$ cat config.mk
export PLATFORM = sky130hd
export DESIGN_NAME = load_store_unit
export DESIGN_NICKNAME = d
export VERILOG_FILES = /design/src/rtl/load_store_unit.sv
export SDC_FILE = /design/constraint.sdc
export NUM_CORES = 1
export LEC_CHECK = 0
export ABC_CLOCK_PERIOD_IN_PS = 3010
export CELL_PAD_IN_SITES_DETAIL_PLACEMENT = 0
export CELL_PAD_IN_SITES_GLOBAL_PLACEMENT = 1
export CORE_MARGIN = 2
export CORE_UTILIZATION = 37
export CTS_BUF_LIST = sky130_fd_sc_hd__clkbuf_4 sky130_fd_sc_hd__clkbuf_8 sky130_fd_sc_hd__clkbuf_16
export CTS_CLUSTER_SIZE = 16
export DETAILED_ROUTE_END_ITERATION = 8
export PLACE_DENSITY_LB_ADDON = 0.1
export SLEW_MARGIN = 20
export SYNTH_ARGS = -nofsm -noshare
export SYNTH_HDL_FRONTEND = slang
export SYNTH_SLANG_ARGS = --single-unit
$ cat constraint.sdc
create_clock -name i_clock -period 3.01 [get_ports i_clock]
set_input_delay 0.7525 -clock i_clock [delete_from_list [all_inputs] [get_ports i_clock]]
set_output_delay 0.7525 -clock i_clock [all_outputs]
set_load 0.01 [all_outputs]
$ cat src/rtl/load_store_unit.sv
// Load/store unit between the memory stage and a word-addressed data memory.
// Handles byte/half/word loads with extension, sub-word stores by read-modify-write, and access faults.
module load_store_unit #(
  parameter  int MemWords = 64,
  localparam int AW       = $clog2(MemWords)
) (
  input  logic          i_clock,
  input  logic          i_reset,
  input  logic          i_req,
  input  logic          i_req_write,
  input  logic [1:0]    i_size,
  input  logic          i_signed,
  input  logic [31:0]   i_addr,
  input  logic [31:0]   i_store_data,
  output logic          o_ready,
  output logic          o_done,
  output logic          o_fault,
  output logic [31:0]   o_load_data,
  output logic [AW-1:0] o_mem_address,
  output logic [31:0]   o_mem_write_data,
  output logic          o_mem_read,
  output logic          o_mem_write,
  input  logic [31:0]   i_mem_read_data
);

  typedef enum logic [1:0] {S_IDLE, S_RD, S_WR} state_t;

  state_t r_state, w_state_next;

  logic          r_done, r_fault, r_write, r_signed;
  logic [1:0]    r_size, r_lane;
  logic [31:0]   r_store_data, r_load_data, r_mem_write_data;
  logic [AW-1:0] r_mem_address;

  logic        w_accept, w_fault;
  logic [7:0]  w_byte;
  logic [15:0] w_half;
  logic [31:0] w_extended, w_merged;

  assign w_accept = i_req && (r_state == S_IDLE);
  assign w_fault  = (i_size == 2'b11)
                 || (i_size == 2'b01 && i_addr[0])
                 || (i_size == 2'b10 && i_addr[1:0] != 2'b00)
                 || (i_addr >= 32'(4 * MemWords));

  always_ff @(posedge i_clock) begin
    if (i_reset) r_state <= S_IDLE;
    else         r_state <= w_state_next;
  end

  always_comb begin
    w_state_next = r_state;
    case (r_state)
      S_IDLE: begin
        if (w_accept && !w_fault) begin
          if (i_req_write && i_size == 2'b10) w_state_next = S_WR;
          else                                w_state_next = S_RD;
        end
      end
      S_RD:    w_state_next = r_write ? S_WR : S_IDLE;
      S_WR:    w_state_next = S_IDLE;
      default: w_state_next = S_IDLE;
    endcase
  end

  // Big-endian lane extraction from the word being read, plus the store merge into it.
  always_comb begin
    w_byte     = 8'h00;
    w_half     = r_lane[1] ? i_mem_read_data[15:0] : i_mem_read_data[31:16];
    w_extended = i_mem_read_data;
    w_merged   = i_mem_read_data;
    case (r_lane)
      2'd0:    w_byte = i_mem_read_data[31:24];
      2'd1:    w_byte = i_mem_read_data[23:16];
      2'd2:    w_byte = i_mem_read_data[15:8];
      default: w_byte = i_mem_read_data[7:0];
    endcase
    if (r_size == 2'b00) begin
      w_extended = {{24{r_signed & w_byte[7]}}, w_byte};
      case (r_lane)
        2'd0:    w_merged[31:24] = r_store_data[7:0];
        2'd1:    w_merged[23:16] = r_store_data[7:0];
        2'd2:    w_merged[15:8]  = r_store_data[7:0];
        default: w_merged[7:0]   = r_store_data[7:0];
      endcase
    end else if (r_size == 2'b01) begin
      w_extended = {{16{r_signed & w_half[15]}}, w_half};
      if (r_lane[1]) w_merged[15:0]  = r_store_data[15:0];
      else           w_merged[31:16] = r_store_data[15:0];
    end
  end

  always_ff @(posedge i_clock) begin
    if (i_reset) begin
      r_done           <= 1'b0;
      r_fault          <= 1'b0;
      r_write          <= 1'b0;
      r_signed         <= 1'b0;
      r_size           <= 2'b00;
      r_lane           <= 2'b00;
      r_store_data     <= 32'h0;
      r_load_data      <= 32'h0;
      r_mem_write_data <= 32'h0;
      r_mem_address    <= '0;
    end else begin
      r_done  <= 1'b0;
      r_fault <= 1'b0;
      case (r_state)
        S_IDLE: begin
          if (w_accept) begin
            if (w_fault) begin
              r_done  <= 1'b1;
              r_fault <= 1'b1;
            end else begin
              r_write       <= i_req_write;
              r_signed      <= i_signed;
              r_size        <= i_size;
              r_lane        <= i_addr[1:0];
              r_store_data  <= i_store_data;
              r_mem_address <= i_addr[AW+1:2];
              if (i_req_write && i_size == 2'b10) r_mem_write_data <= i_store_data;
            end
          end
        end
        S_RD: begin
          if (r_write) begin
            r_mem_write_data <= w_merged;
          end else begin
            r_load_data <= w_extended;
            r_done      <= 1'b1;
          end
        end
        S_WR:    r_done <= 1'b1;
        default: r_done <= 1'b0;
      endcase
    end
  end

  assign o_ready          = (r_state == S_IDLE);
  assign o_mem_read       = (r_state == S_RD);
  assign o_mem_write      = (r_state == S_WR);
  assign o_done           = r_done;
  assign o_fault          = r_fault;
  assign o_load_data      = r_load_data;
  assign o_mem_address    = r_mem_address;
  assign o_mem_write_data = r_mem_write_data;

endmodule

==> impl_metrics.json, run 1 <==
{
  "slew_violations": 0,
  "cts_buffer_depth": 2,
  "routed-via-count": 5666,
  "synthTopCellsByCount": "dfxtp_1 (96), nor2_1 (58), clkbuf_1 (39), a211oi_1 (36)",
  "relSlewSlack_pct": 36.5,
  "gp_congestion": 0.824,
  "ios": 178,
  "cts_root_buf": "clkbuf_16",
  "clock-sinks": 96,
  "crit_path_cell_trace": "nand2b_1 -> buf_4 -> inv_2 -> clkdlybuf4s50_1",
  "fmax_mhz": 390,
  "syn_area_sq_um": 5400,
  "synth_compound_area_share_pct": 26.7,
  "avgSynthCellArea_sq_um": 8.87,
  "postCtsResizedCells": 0,
  "yosysSeqAreaShare_pct": 35.6,
  "cp_max_fo": 20,
  "end_kind": "output port",
  "dp_hpwl_mm": 14.3,
  "crit_required_ps": 2260,
  "setup_viol": 0,
  "synth-edff-count": 0,
  "grt_pass1_wl_mm": 30.2,
  "async_reset_ff_share_pct": 0,
  "worst_pin_slew_ps": 951,
  "peakVddDrop_mv": 0.261,
  "synth-simple-area-share_pct": 17.1,
  "synth_top_cells_by_area": "dfxtp_1 (36%), mux2_2 (6.7%), mux2i_1 (6.1%)",
  "rows": 44,
  "wl_per_cell_um": 20.9,
  "synth_top_family_by_area": "compound AO/OA/AOI/OAI gates",
  "yosys.area.top_type": "dfxtp_1",
  "hold_class": "register to register",
  "final_layout_size_suffix_gt1_share_pct": 11.3,
  "yosysWarnings": 0,
  "first_pass_iters": 7,
  "io_buffer_count": 177,
  "nFillCells": 1344,
  "p_leak_nw": 2.46,
  "critPathArrivalTime_ps": 1810,
  "via_per_inst": 6.05,
  "ys_types": 45,
  "status": "finished clean",
  "clkLatencyLatePin_ps": 350,
  "maxCapViolCount": 0,
  "overflow": 0,
  "fin_crit_sh_pct": 85.2,
  "crit_type": "register to output port",
  "synth_nets": 712,
  "p_per_area_nw_per_um2": 354,
  "diodes": 0,
  "synth.area.mux_share_pct": 14.5,
  "syn_inst": 609,
  "ctsHoldBuffers": 0,
  "antenna_found_initial": 0,
  "start_util_pct": 37.6,
  "fin_tns_setup_ps": 0,
  "grt_setup_unrepaired": "no",
  "cts.clk_slew.worst_paths_ps": 70,
  "routed_wl_mm": 19.6,
  "path_delay_family": "buffers and inverters",
  "whs_ps": 464,
  "die_area_sq_um": 15600,
  "layout_setup_ws_ps": 446,
  "numCtsBuffers": 9,
  "ctsHtreeMaxLevel": 3,
  "grt_max_degree": 56,
  "critPathBufInv": 3,
  "dp_slack_ps": 243,
  "ys.flop_type": "dfxtp_1",
  "drc_errors": 0,
  "cpMaxStageDelayCell": "clkdlybuf4s50_1",
  "drt_iter0_markers": 806,
  "yosysMostFrequentCell": "dfxtp_1",
  "fin_nets": 852,
  "hold_violations": 0,
  "synth_top_area_share_pct": 35.6,
  "coreArea_sq_um": 14400,
  "post_synth_fa_ha_maj_area_fraction_pct": 0,
  "dieWidth_um": 125,
  "die_h_um": 125,
  "cts_setup_buffers": 0,
  "grt_use_total_pct": 24.3,
  "synth_xor_area_share_pct": 0,
  "ant_nets": 0,
  "cts_tree": "built",
  "period_needed_ps": 2560,
  "ys_ff_latch": 96,
  "cp_slowest_stage_delay_ps": 560,
  "worst_setup_path_start_kind": "register",
  "grt_pass1_vias": 5290,
  "skew_ps": 9.16,
  "syn_to_final_growth_pct": 39.5
}
[placed cells by master (no fill, tap or decap), types with 8 or more instances in the layout]
cell	instances
nand2_1	21
o21ai_0	22
nand3_1	17
a311oi_1	16
nand4_1	29
clkdlybuf4s50_1	176
a311o_1	16
a211oi_1	36
dfxtp_1	96
a21oi_1	33
mux2_2	32
o21a_1	8
a222oi_1	16
nor2_1	58
nand2b_1	20
nor3_1	10
mux2i_1	33
o31ai_1	28
buf_4	22
clkbuf_16	9
[registers in the layout, summed over array words and instances (netlist names)]
| name | count |
|---|---|
| o_load_data | 32 |
| o_fault | 1 |
| o_done | 1 |
| r_signed | 1 |
| r_write | 1 |
| r_lane | 2 |
| o_mem_address | 6 |
| r_size | 2 |
| r_state | 2 |
| r_store_data | 16 |
| o_mem_write_data | 32 |
[cells by family after synthesis]
logic type,after synthesis
and+or+nand+nor,179
AOI/OAI and AO/OA,192
DFF,96
muxes,69
buffers and inverters,73
[tightest hold or removal path, stage by stage (launching register included)]
cell and delay, ps:
dfxtp_1 310, nand2_1 50, a21oi_1 60
[stage by stage]
step | utilization [%] | instances | instance area, sq um | total power [mW]
detailed placement | 50.5 | 922 | 7260 | 1.61
finish | 52.4 | 937 | 7530 | 2.66
global placement | 50.5 | 922 | 7260 | 1.61
CTS | 52.4 | 937 | 7530 | 2.67
floorplan | - | 609 | 5400 | 1.40
global route | 52.4 | 937 | 7530 | 2.76
[area by class of cell]
cell class | instances | area (sq um) | area share [%]
multi-input combinational | 440 | 3150 | 41.8
timing repair buffer | 199 | 1950 | 25.9
sequential | 96 | 1920 | 25.5
clock buffer | 10 | 239 | 3.17
tap | 184 | 230 | 3.06
clock inverter | 5 | 33.8 | 0.449
inverter | 3 | 11.3 | 0.150
[where the power goes]
part           internal, mW  switching, mW
Clock                 0.577          0.503
Combinational         0.173          0.140
Sequential             1.27       0.000293
Total                  2.02          0.644
[final timing paths]
path / startpoint / end / slack (ps) / cells after the start
min reg2reg: o_load_data[5] / o_load_data[5] / 460 / 2
min: o_load_data[5] / o_load_data[5] / 460 / 2
max: r_state[1] / o_mem_read / 450 / 4
max reg2reg: r_size[1] / o_mem_write_data[11] / 550 / 4
[routing by layer]
metal  vias up  track usage (%)  part of all wire, %  wire length, um
met4         0             6.81                  1.8              346
met1      2700             34.4                   44             8620
met5         -                0                    0                0
met2       308             37.5                   45             8910
met3        29             4.68                  8.8             1720
li1       2629                -                    -                -
(Power assumes the default switching activity.)
==> inputs of run 2 (changes only) <==
--- a/config.mk
+++ b/config.mk
@@ -5,11 +5,12 @@
 export SDC_FILE = /design/constraint.sdc
 export NUM_CORES = 1
 export LEC_CHECK = 0
+export ABC_AREA = 1
 export ABC_CLOCK_PERIOD_IN_PS = 3010
 export CELL_PAD_IN_SITES_DETAIL_PLACEMENT = 0
 export CELL_PAD_IN_SITES_GLOBAL_PLACEMENT = 1
 export CORE_MARGIN = 2
-export CORE_UTILIZATION = 37
+export CORE_UTILIZATION = 35
 export CTS_BUF_LIST = sky130_fd_sc_hd__clkbuf_4 sky130_fd_sc_hd__clkbuf_8 sky130_fd_sc_hd__clkbuf_16
 export CTS_CLUSTER_SIZE = 16
 export DETAILED_ROUTE_END_ITERATION = 8
==> run 2 against run 1 <==
  * Via count increased by 19%
  * Sequential power about the same
  * Hold slack worse by 16 ps
  * Highest routed layer unchanged
  * Register-to-register slack better by 430 ps
  * Design area is 10% higher
  * Sequential share of layout area fell by 2.3 points
  * Core utilization is 3.8 points lower
  * Clock-buffer cell count increased by 2
  * Non-clock buffer count stayed put
  * Global-route usage down 0.46 points
==> impl_metrics.json, run 2 <==
{
  "synthTopCellsByCount": "nand2_1 (258), inv_1 (116), nand3_1 (111), a21oi_1 (96), dfxtp_1 (96)",
  "ys.flop_type": "dfxtp_1",
  "fin_area_sq_um": 8280,
  "grt_pass1_vias": 6291,
  "reg2reg_to": "o_mem_write_data[0]",
  "synth_nets": 1091,
  "cts_tree": "built",
  "seqPwrFrac_pct": 45.1,
  "cts_setup_buffers": 0,
  "crit_type": "register to output port",
  "cp_slowest_stage_delay_ps": 560,
  "syn_inst": 988,
  "async_reset_ff_share_pct": 0,
  "ys_types": 29,
  "drt_iter0_markers": 438,
  "final_util_pct": 48.6,
  "fin_tns_setup_ps": 0,
  "maxCapViolCount": 0,
  "p_int_mw": 2.15,
  "placed_area_sq_um": 7970,
  "syn_area_sq_um": 6030,
  "cts_buffer_depth": 2,
  "grt_use_total_pct": 23.8,
  "wl_per_cell_um": 15.8,
  "hold_violations": 0,
  "io_buffer_count": 177,
  "worst_pin_slew_ps": 773,
  "cts_root_buf": "clkbuf_16",
  "ctsHoldBuffers": 0,
  "synth_top_cells_by_area": "dfxtp_1 (32%), nand2_1 (16%), nand3_1 (9.2%)",
  "power.total_mw": 2.82,
  "cp_max_fo": 2,
  "comb_power_share_pct": 11.8,
  "fmax_mhz": 456,
  "crit_path_cell_trace": "inv_1 -> nor2_1 -> clkdlybuf4s50_1",
  "dp_hpwl_mm": 16.0,
  "overflow": 0,
  "die_h_um": 135,
  "diodes": 0,
  "grt_setup_unrepaired": "no",
  "p_switching_uw": 667,
  "yosys.area.top_type": "dfxtp_1",
  "fin_nets": 1231,
  "gp_congestion": 0.901,
  "numCtsBuffers": 9,
  "start_util_pct": 35.4,
  "yosysMostFrequentCell": "nand2_1",
  "first_pass_iters": 5,
  "rows": 48,
  "period_needed_ps": 2190,
  "syn_to_final_growth_pct": 37.3,
  "final_layout_size_suffix_gt1_share_pct": 7.77,
  "crit_cells": 3,
  "p_sw_share_pct": 23.7,
  "clkLatencyLatePin_ps": 350,
  "yosysWarnings": 0,
  "cpMaxStageDelayCell": "clkdlybuf4s50_1",
  "via_per_inst": 4.98,
  "relSlewSlack_pct": 48.4,
  "fin_crit_sh_pct": 72.9,
  "grt_max_degree": 66,
  "synth_top_area_share_pct": 31.8,
  "p_leak_nw": 3.67,
  "nFillCells": 1874,
  "layout_setup_ws_ps": 815,
  "slew_violations": 0,
  "ios": 178,
  "hold_class": "register to register",
  "drc_errors": 0,
  "antenna_found_initial": 0,
  "worst_setup_path_start_kind": "register",
  "avgSynthCellArea_sq_um": 6.11,
  "regToRegSetupSlack_ps": 980,
  "setup_viol": 0,
  "dp_slack_ps": 443,
  "status": "finished clean",
  "die_area_sq_um": 18300,
  "synth-edff-count": 0,
  "layout_common_cells": "nand2_1 (257), clkdlybuf4s50_1 (177), inv_1 (115)",
  "ys_ff_latch": 96,
  "peakVddDrop_mv": 0.375,
  "dp.cells": 1342,
  "clock_power_share_pct": 43.1,
  "skew_ps": 5.49,
  "postCtsResizedCells": 0,
  "grt_pass1_wl_mm": 33.7,
  "ant_nets": 0,
  "routed-via-count": 6767,
  "ctsHtreeMaxLevel": 3,
  "end_kind": "output port",
  "dieWidth_um": 135,
  "critPathArrivalTime_ps": 1440,
  "clock-sinks": 96,
  "whs_ps": 448,
  "yosysSeqAreaShare_pct": 31.8,
  "rr_startpoint": "r_lane[0]",
  "reg2reg_depth": 9,
  "cts.clk_slew.worst_paths_ps": 70,
  "cp-startpoint": "r_state[1]",
  "path_delay_family": "buffers and inverters",
  "final_cells": 1358,
  "mostFrequentLayoutCell": "nand2_1",
  "crit_required_ps": 2260,
  "p_per_area_nw_per_um2": 340,
  "crit_path_end": "o_mem_write",
  "critPathBufInv": 2,
  "routed_wl_mm": 21.5,
  "coreArea_sq_um": 17100
}
==> run 2: cell count changes after synthesis, sizes merged, moves of 17 or more <==
| cell | delta |
|---|---|
| mux2i | -33 |
| o22ai | +17 |
| a211oi | -32 |
| or2 | +31 |
| o21ai | +66 |
| nand2b | -20 |
| a21oi | +64 |
| nand3 | +95 |
| mux2 | -32 |
| o31ai | -28 |
| inv | +115 |
| nand4 | -28 |
| nand2 | +240 |
==> run 2: tightest hold or removal path: cells and delay by family (launching register included) <==
kind,cells,cell delay [ps]
AO/OA/AOI/OAI,1,50
buffers and inverters,1,50
flip-flops,1,310
==> run 2: cell type report <==
cell class              count  area, sq um  area share (%)
repair buffers            199         1970            23.8
clock buffers              12          260            3.14
inverters                 119          447            5.39
clock inverters             4         51.3           0.619
well taps                 225          282            3.40
flip-flops and latches     96         1920            23.2
multi-input cells         703         3350            40.4
==> run 2: cell families after synthesis <==
logic type      after synthesis  share of synthesized area (%)
compound gates              238                           21.7
buf+inv                     189                           13.1
flops                        96                           31.8
simple gates                465                           33.4
==> run 2: power by group through the flow <==
| stage | logic [mW] | clock network (mW) | registers [mW] |
|---|---|---|---|
| after global routing | 0.364 | 1.29 | 1.27 |
| after CTS | 0.334 | 1.25 | 1.27 |
| after floorplan | 0.130 | 0 | 1.30 |
| after detailed placement | 0.332 | 0 | 1.30 |
| after global placement | 0.332 | 0 | 1.30 |
| final | 0.333 | 1.21 | 1.27 |
==> run 2: how the worst min path moves through the flow <==
stage | from | endpoint | slack, ps | depth (start not counted)
2_1_floorplan | r_store_data[10] | r_store_data[10] | 450 | 2
3_3_place_gp | o_mem_address[5] | o_mem_address[5] | 430 | 2
3_5_place_dp | o_mem_address[2] | o_mem_address[2] | 440 | 2
4_1_cts | o_mem_address[4] | o_mem_address[4] | 450 | 2
5_1_grt | o_mem_address[4] | o_mem_address[4] | 470 | 2
6_report | o_mem_address[3] | o_mem_address[3] | 450 | 2
==> run 2: layer usage <==
metal	wire [um]	vias up	track usage (%)
met4	575	0	8.33
met5	0	-	0
li1	-	3465	-
met3	1410	29	5.01
met2	10200	240	39.4
met1	9330	3033	30.8
==> RTL edit 1 (flow settings as in run 2) <==
The parameter `MemWords` goes from 64 to 128.
--- a/src/rtl/load_store_unit.sv
+++ b/src/rtl/load_store_unit.sv
@@ -2,5 +2,5 @@
 // Handles byte/half/word loads with extension, sub-word stores by read-modify-write, and access faults.
 module load_store_unit #(
-  parameter  int MemWords = 64,
+  parameter  int MemWords = 128,
   localparam int AW       = $clog2(MemWords)
 ) (
Ports: changed (resized o_mem_address); port bits go from 178 to 179. The function was not compared with the original's and may differ.
==> RTL edit 1 against run 2 <==
Total power down 1.3%. First-iteration DRC count up 30%. Cell area decreased by 0.23%. Final cell count fell by 0.44%. Sequential share of layout area increased by 0.29 points. Core utilization decreased by 0.28 points. Synthesized area is 0.39% higher. Wire length increased by 4.3%. Sequential cell count is 1 higher. Setup slack lost 250 ps. Highest routed layer unchanged.
==> RTL edit 1: results (changes against run 2) <==
| Metric | Value |
|---|---|
| Status | `finished clean` |
| Drt first pass iters | `8 (+3)` |
| Post-Layout Cell Count | `1352 (-0.44%)` |
| PortBufs | `178 (+0.56%)` |
| Sequential share of the synthesized area | `32.1% (+0.21 points)` |
| Met2 usage | `39.2% (-0.23 points)` |
| Synth unique cells | `32 (+10%)` |
| Sequential power share | `46.2% (+1.1 points)` |
| Clk_skew | `11.2 ps (+5.74 ps)` |
| Routability congestion estimate | `0.931 (+3.3%)` |
| Rel. slew slack | `56.9% (+8.5 points)` |
| Met1 GRT Util | `32.3% (+1.5 points)` |
| Max FO, Critical Path | `19 (+17)` |
| Multi-input gate share of total cell area | `40.6% (+0.17 points)` |
| NumNets Final | `1227 (-0.32%)` |
| Filler cells | `1842 (-1.7%)` |
| Max incr delay on CP | `490 ps (-70 ps)` |
| Bufs w/o clock | `197 (-1.0%)` |
| Mean post-synth cell area | `6.15 µm² (+0.70%)` |
| Sinks on the clock net | `97 (+1.0%)` |
| Dpl cells | `1338 (-0.30%)` |
| Sw Share | `24.6% (+0.90 points)` |
| GR Util met3 | `4.23% (-0.79 points)` |
| Tot GR Track Use | `24.1% (+0.29 points)` |
| Inverters | `118 (-0.84%)` |
| Leakage Power | `0.00362 µW (-1.2%)` |
| Buffer share of cell area | `23.7% (-0.097 points)` |
| Iter 0 DRT Violations | `570 (+30%)` |
| Global-route wire length before repair | `34000 µm (+0.74%)` |
| Hpwl dp | `16100 µm (+0.82%)` |
| Clock network share of area | `3.42% (-0.34 points)` |
==> RTL edit 1: through the flow <==
step	total power, µW	cell area, µm²	setup WS [ps]
2_1_floorplan	1440	6060	1120
3_3_place_gp	1650	7980	350
3_5_place_dp	1650	7980	296
4_1_cts	2810	8270	553
5_1_grt	2890	8270	454
6_report	2780	8270	569
==> RTL edit 1: final timing paths <==
check / slack (ps) / cells past startpoint / start / endpoint
hold reg to reg: 450 / 2 / o_mem_address[5]$_SDFFE_PP0P_ / o_mem_address[5]$_SDFFE_PP0P_
hold / removal: 450 / 2 / o_mem_address[5]$_SDFFE_PP0P_ / o_mem_address[5]$_SDFFE_PP0P_
setup / recovery: 570 / 5 / r_state[1]$_SDFFE_PP0P_ / o_mem_read
setup reg to reg: 920 / 11 / r_lane[0]$_SDFFE_PP0P_ / o_mem_write_data[12]$_SDFFE_PP0P_
==> RTL edit 1: per-layer routing <==
metal,vias up,share of wire [%]
met3,33,6.1
li1,3458,-
met1,3039,44
met4,0,2.5
met5,-,0
met2,229,47
==> RTL edit 2 (settings of run 2) <==
Made on the original files. Reset style: asynchronous (`i_reset`), changed in 2 clocked blocks.
--- a/src/rtl/load_store_unit.sv
+++ b/src/rtl/load_store_unit.sv
@@ -44,5 +44,5 @@
                  || (i_addr >= 32'(4 * MemWords));
 
-  always_ff @(posedge i_clock) begin
+  always_ff @(posedge i_clock or posedge i_reset) begin
     if (i_reset) r_state <= S_IDLE;
     else         r_state <= w_state_next;
@@ -91,5 +91,5 @@
   end
 
-  always_ff @(posedge i_clock) begin
+  always_ff @(posedge i_clock or posedge i_reset) begin
     if (i_reset) begin
       r_done           <= 1'b0;
Check against the original RTL: differs if i_reset is asserted again (counterexample within 4 cycles, from zero or initial values and one cycle with i_reset high); with i_reset held inactive, the same outputs for 4 cycles.
==> RTL edit 2 against run 2 <==
Synthesized area rose by 3.3%. Count of clock-buffer cells in the layout shrank 3. Cell area grew 2.3%. Non-clock buffer count is the same. Sequential cell count stayed put. Setup slack worse by 170 ps. Combinational power is 5% lower. Total power down 0.24%. Wire length rose by 2.2%. Largest cell class unchanged. Highest routed layer unchanged.
==> RTL edit 2: results (changes against run 2) <==
| Metric | Value |
|---|---|
| Status | `finished clean` |
| Antenna cell count | `0 (unchanged)` |
| Global-route wire length before repair | `34900 µm (+3.5%)` |
| Synth unique cells | `28 (-3.4%)` |
| NetSw | `693 µW (+3.9%)` |
| Sequential share of the synthesized area | `38.5% (+6.7 points)` |
| Critical Path End | `o_ready` |
| Most frequent cells after synthesis | `501 x nand2_1, 137 x nand3_1, 96 x dfrtp_1, 61 x inv_1, 28 x nand4_1` |
| Fmax achieved | `422 MHz (-7.3%)` |
| Worst r2r dst | `o_mem_write_data[7]$_DFFE_PP0P_` |
| Worst hold path type | `reg -> reg` |
| Largest net degree at the start of global routing | `97 (+47%)` |
| Slew @ Worst Pin | `815 ps (+41.7 ps)` |
| Worst reg2reg startpoint | `r_lane[0]$_DFFE_PP0P_` |
| Synth Area in Compound Gates | `5.44% (-16 points)` |
| Max FO, Critical Path | `4 (+2)` |
| Drt first pass iters | `4 (-1)` |
| Post-DP Area | `0.00817 mm² (+2.5%)` |
| Worst hold start | `o_mem_write_data[30]$_DFFE_PP0P_` |
| Clk_skew | `6.13 ps (+0.639 ps)` |
| R2R cell count | `10 (+1)` |
| Routed WL per cell | `16.1 µm (+1.5%)` |
| Leakage Power | `0.00435 µW (+19%)` |
| Via density | `4.88 (-2.1%)` |
| Pre-CTS setup slack | `530 ps (+87.3 ps)` |
| Post-Route WL | `21900 µm (+2.2%)` |
| Post-Synth XOR/XNOR Area | `0% (unchanged)` |
| Flop2flop setup slack | `850 ps (-130 ps)` |
| Tot GR Track Use | `24.1% (+0.27 points)` |
| Main flop type after synthesis | `dfrtp_1` |
| Gate Count Post-Synth | `989 (+0.10%)` |
| Critical path arrival | `1620 ps (+180 ps)` |
| Iter 0 DRT Violations | `507 (+16%)` |
| Asr flop ratio synth | `100% (+100 points)` |
| Filler cells | `1838 (-1.9%)` |
| Peak VDD IR | `0.336 mV (-10%)` |
| Syn nets | `1092 (+0.092%)` |
| Fraction of layout cells with a size suffix above 1 | `5.08% (-2.7 points)` |
| Max clock buf depth | `2 (unchanged)` |
| Dpl cells | `1351 (+0.67%)` |
| Routability congestion estimate | `0.885 (-1.8%)` |
| Vias in the first global route | `6250 (-0.65%)` |
| Leading post-synthesis cells by cell area | `dfrtp_1 39%, nand2_1 30%, nand3_1 11%` |
| CP startpoint | `r_state[0]$_DFFE_PP0P_` |
| NumNets Final | `1240 (+0.73%)` |
| Post-CTS Setup Inserts | `0 (unchanged)` |
| Hpwl dp | `16000 µm (about the same)` |
| Initial antenna violation count | `0 (unchanged)` |
| Clk_lat worst skew | `360 ps` |
RTL edit 2: metal layers:
layer,global-route usage [%],vias up,routed length [µm]
met5,0,-,0
met4,7.10,0,348
met3,3.53,17,1160
met2,38.4,184,10200
met1,33.8,3038,10200
li1,-,3430,-
RTL edit 2: cell type report:
class                      count  area, µm²  share of cell area, %
sequential                    96       2400                   28.3
tap                          225        282                   3.32
clock buffer                   9        225                   2.66
multi-input combinational    763       3280                   38.7
timing repair buffer         199       1950                   23.0
clock inverter                 7       78.8                  0.930
inverter                      68        259                   3.06
RTL edit 2: worst min-delay path by stage:
stage,end,slack (ps)
after floorplan,r_signed$_DFFE_PP0P_,460
after global placement,o_mem_write_data[23]$_DFFE_PP0P_,450
after detailed placement,o_mem_write_data[30]$_DFFE_PP0P_,460
after CTS,o_mem_write_data[30]$_DFFE_PP0P_,480
after global routing,o_mem_write_data[26]$_DFFE_PP0P_,490
final,o_mem_write_data[30]$_DFFE_PP0P_,470
RTL edit 2: kinds of logic (layout without fill, tap and decap cells):
group / count (synthesis) / count (layout)
simple gates: 704 / 704
buf+inv: 130 / 283
flops: 96 / 96
compound gates: 59 / 59
RTL edit 2: critical path, stage by stage, from the launching register on:
cell             delay, ps
dfrtp_1                430
nor2_2                 240
clkdlybuf4s50_1        590
RTL edit 2: power by group through the flow:
| stage | clock (µW) | sequential (µW) | combinational, µW |
|---|---|---|---|
| 3_3_place_gp | 0 | 1320 | 318 |
| 3_5_place_dp | 0 | 1320 | 317 |
| 6_report | 1200 | 1300 | 316 |
| 5_1_grt | 1280 | 1300 | 348 |
| 2_1_floorplan | 0 | 1330 | 99.4 |
| 4_1_cts | 1240 | 1300 | 319 |
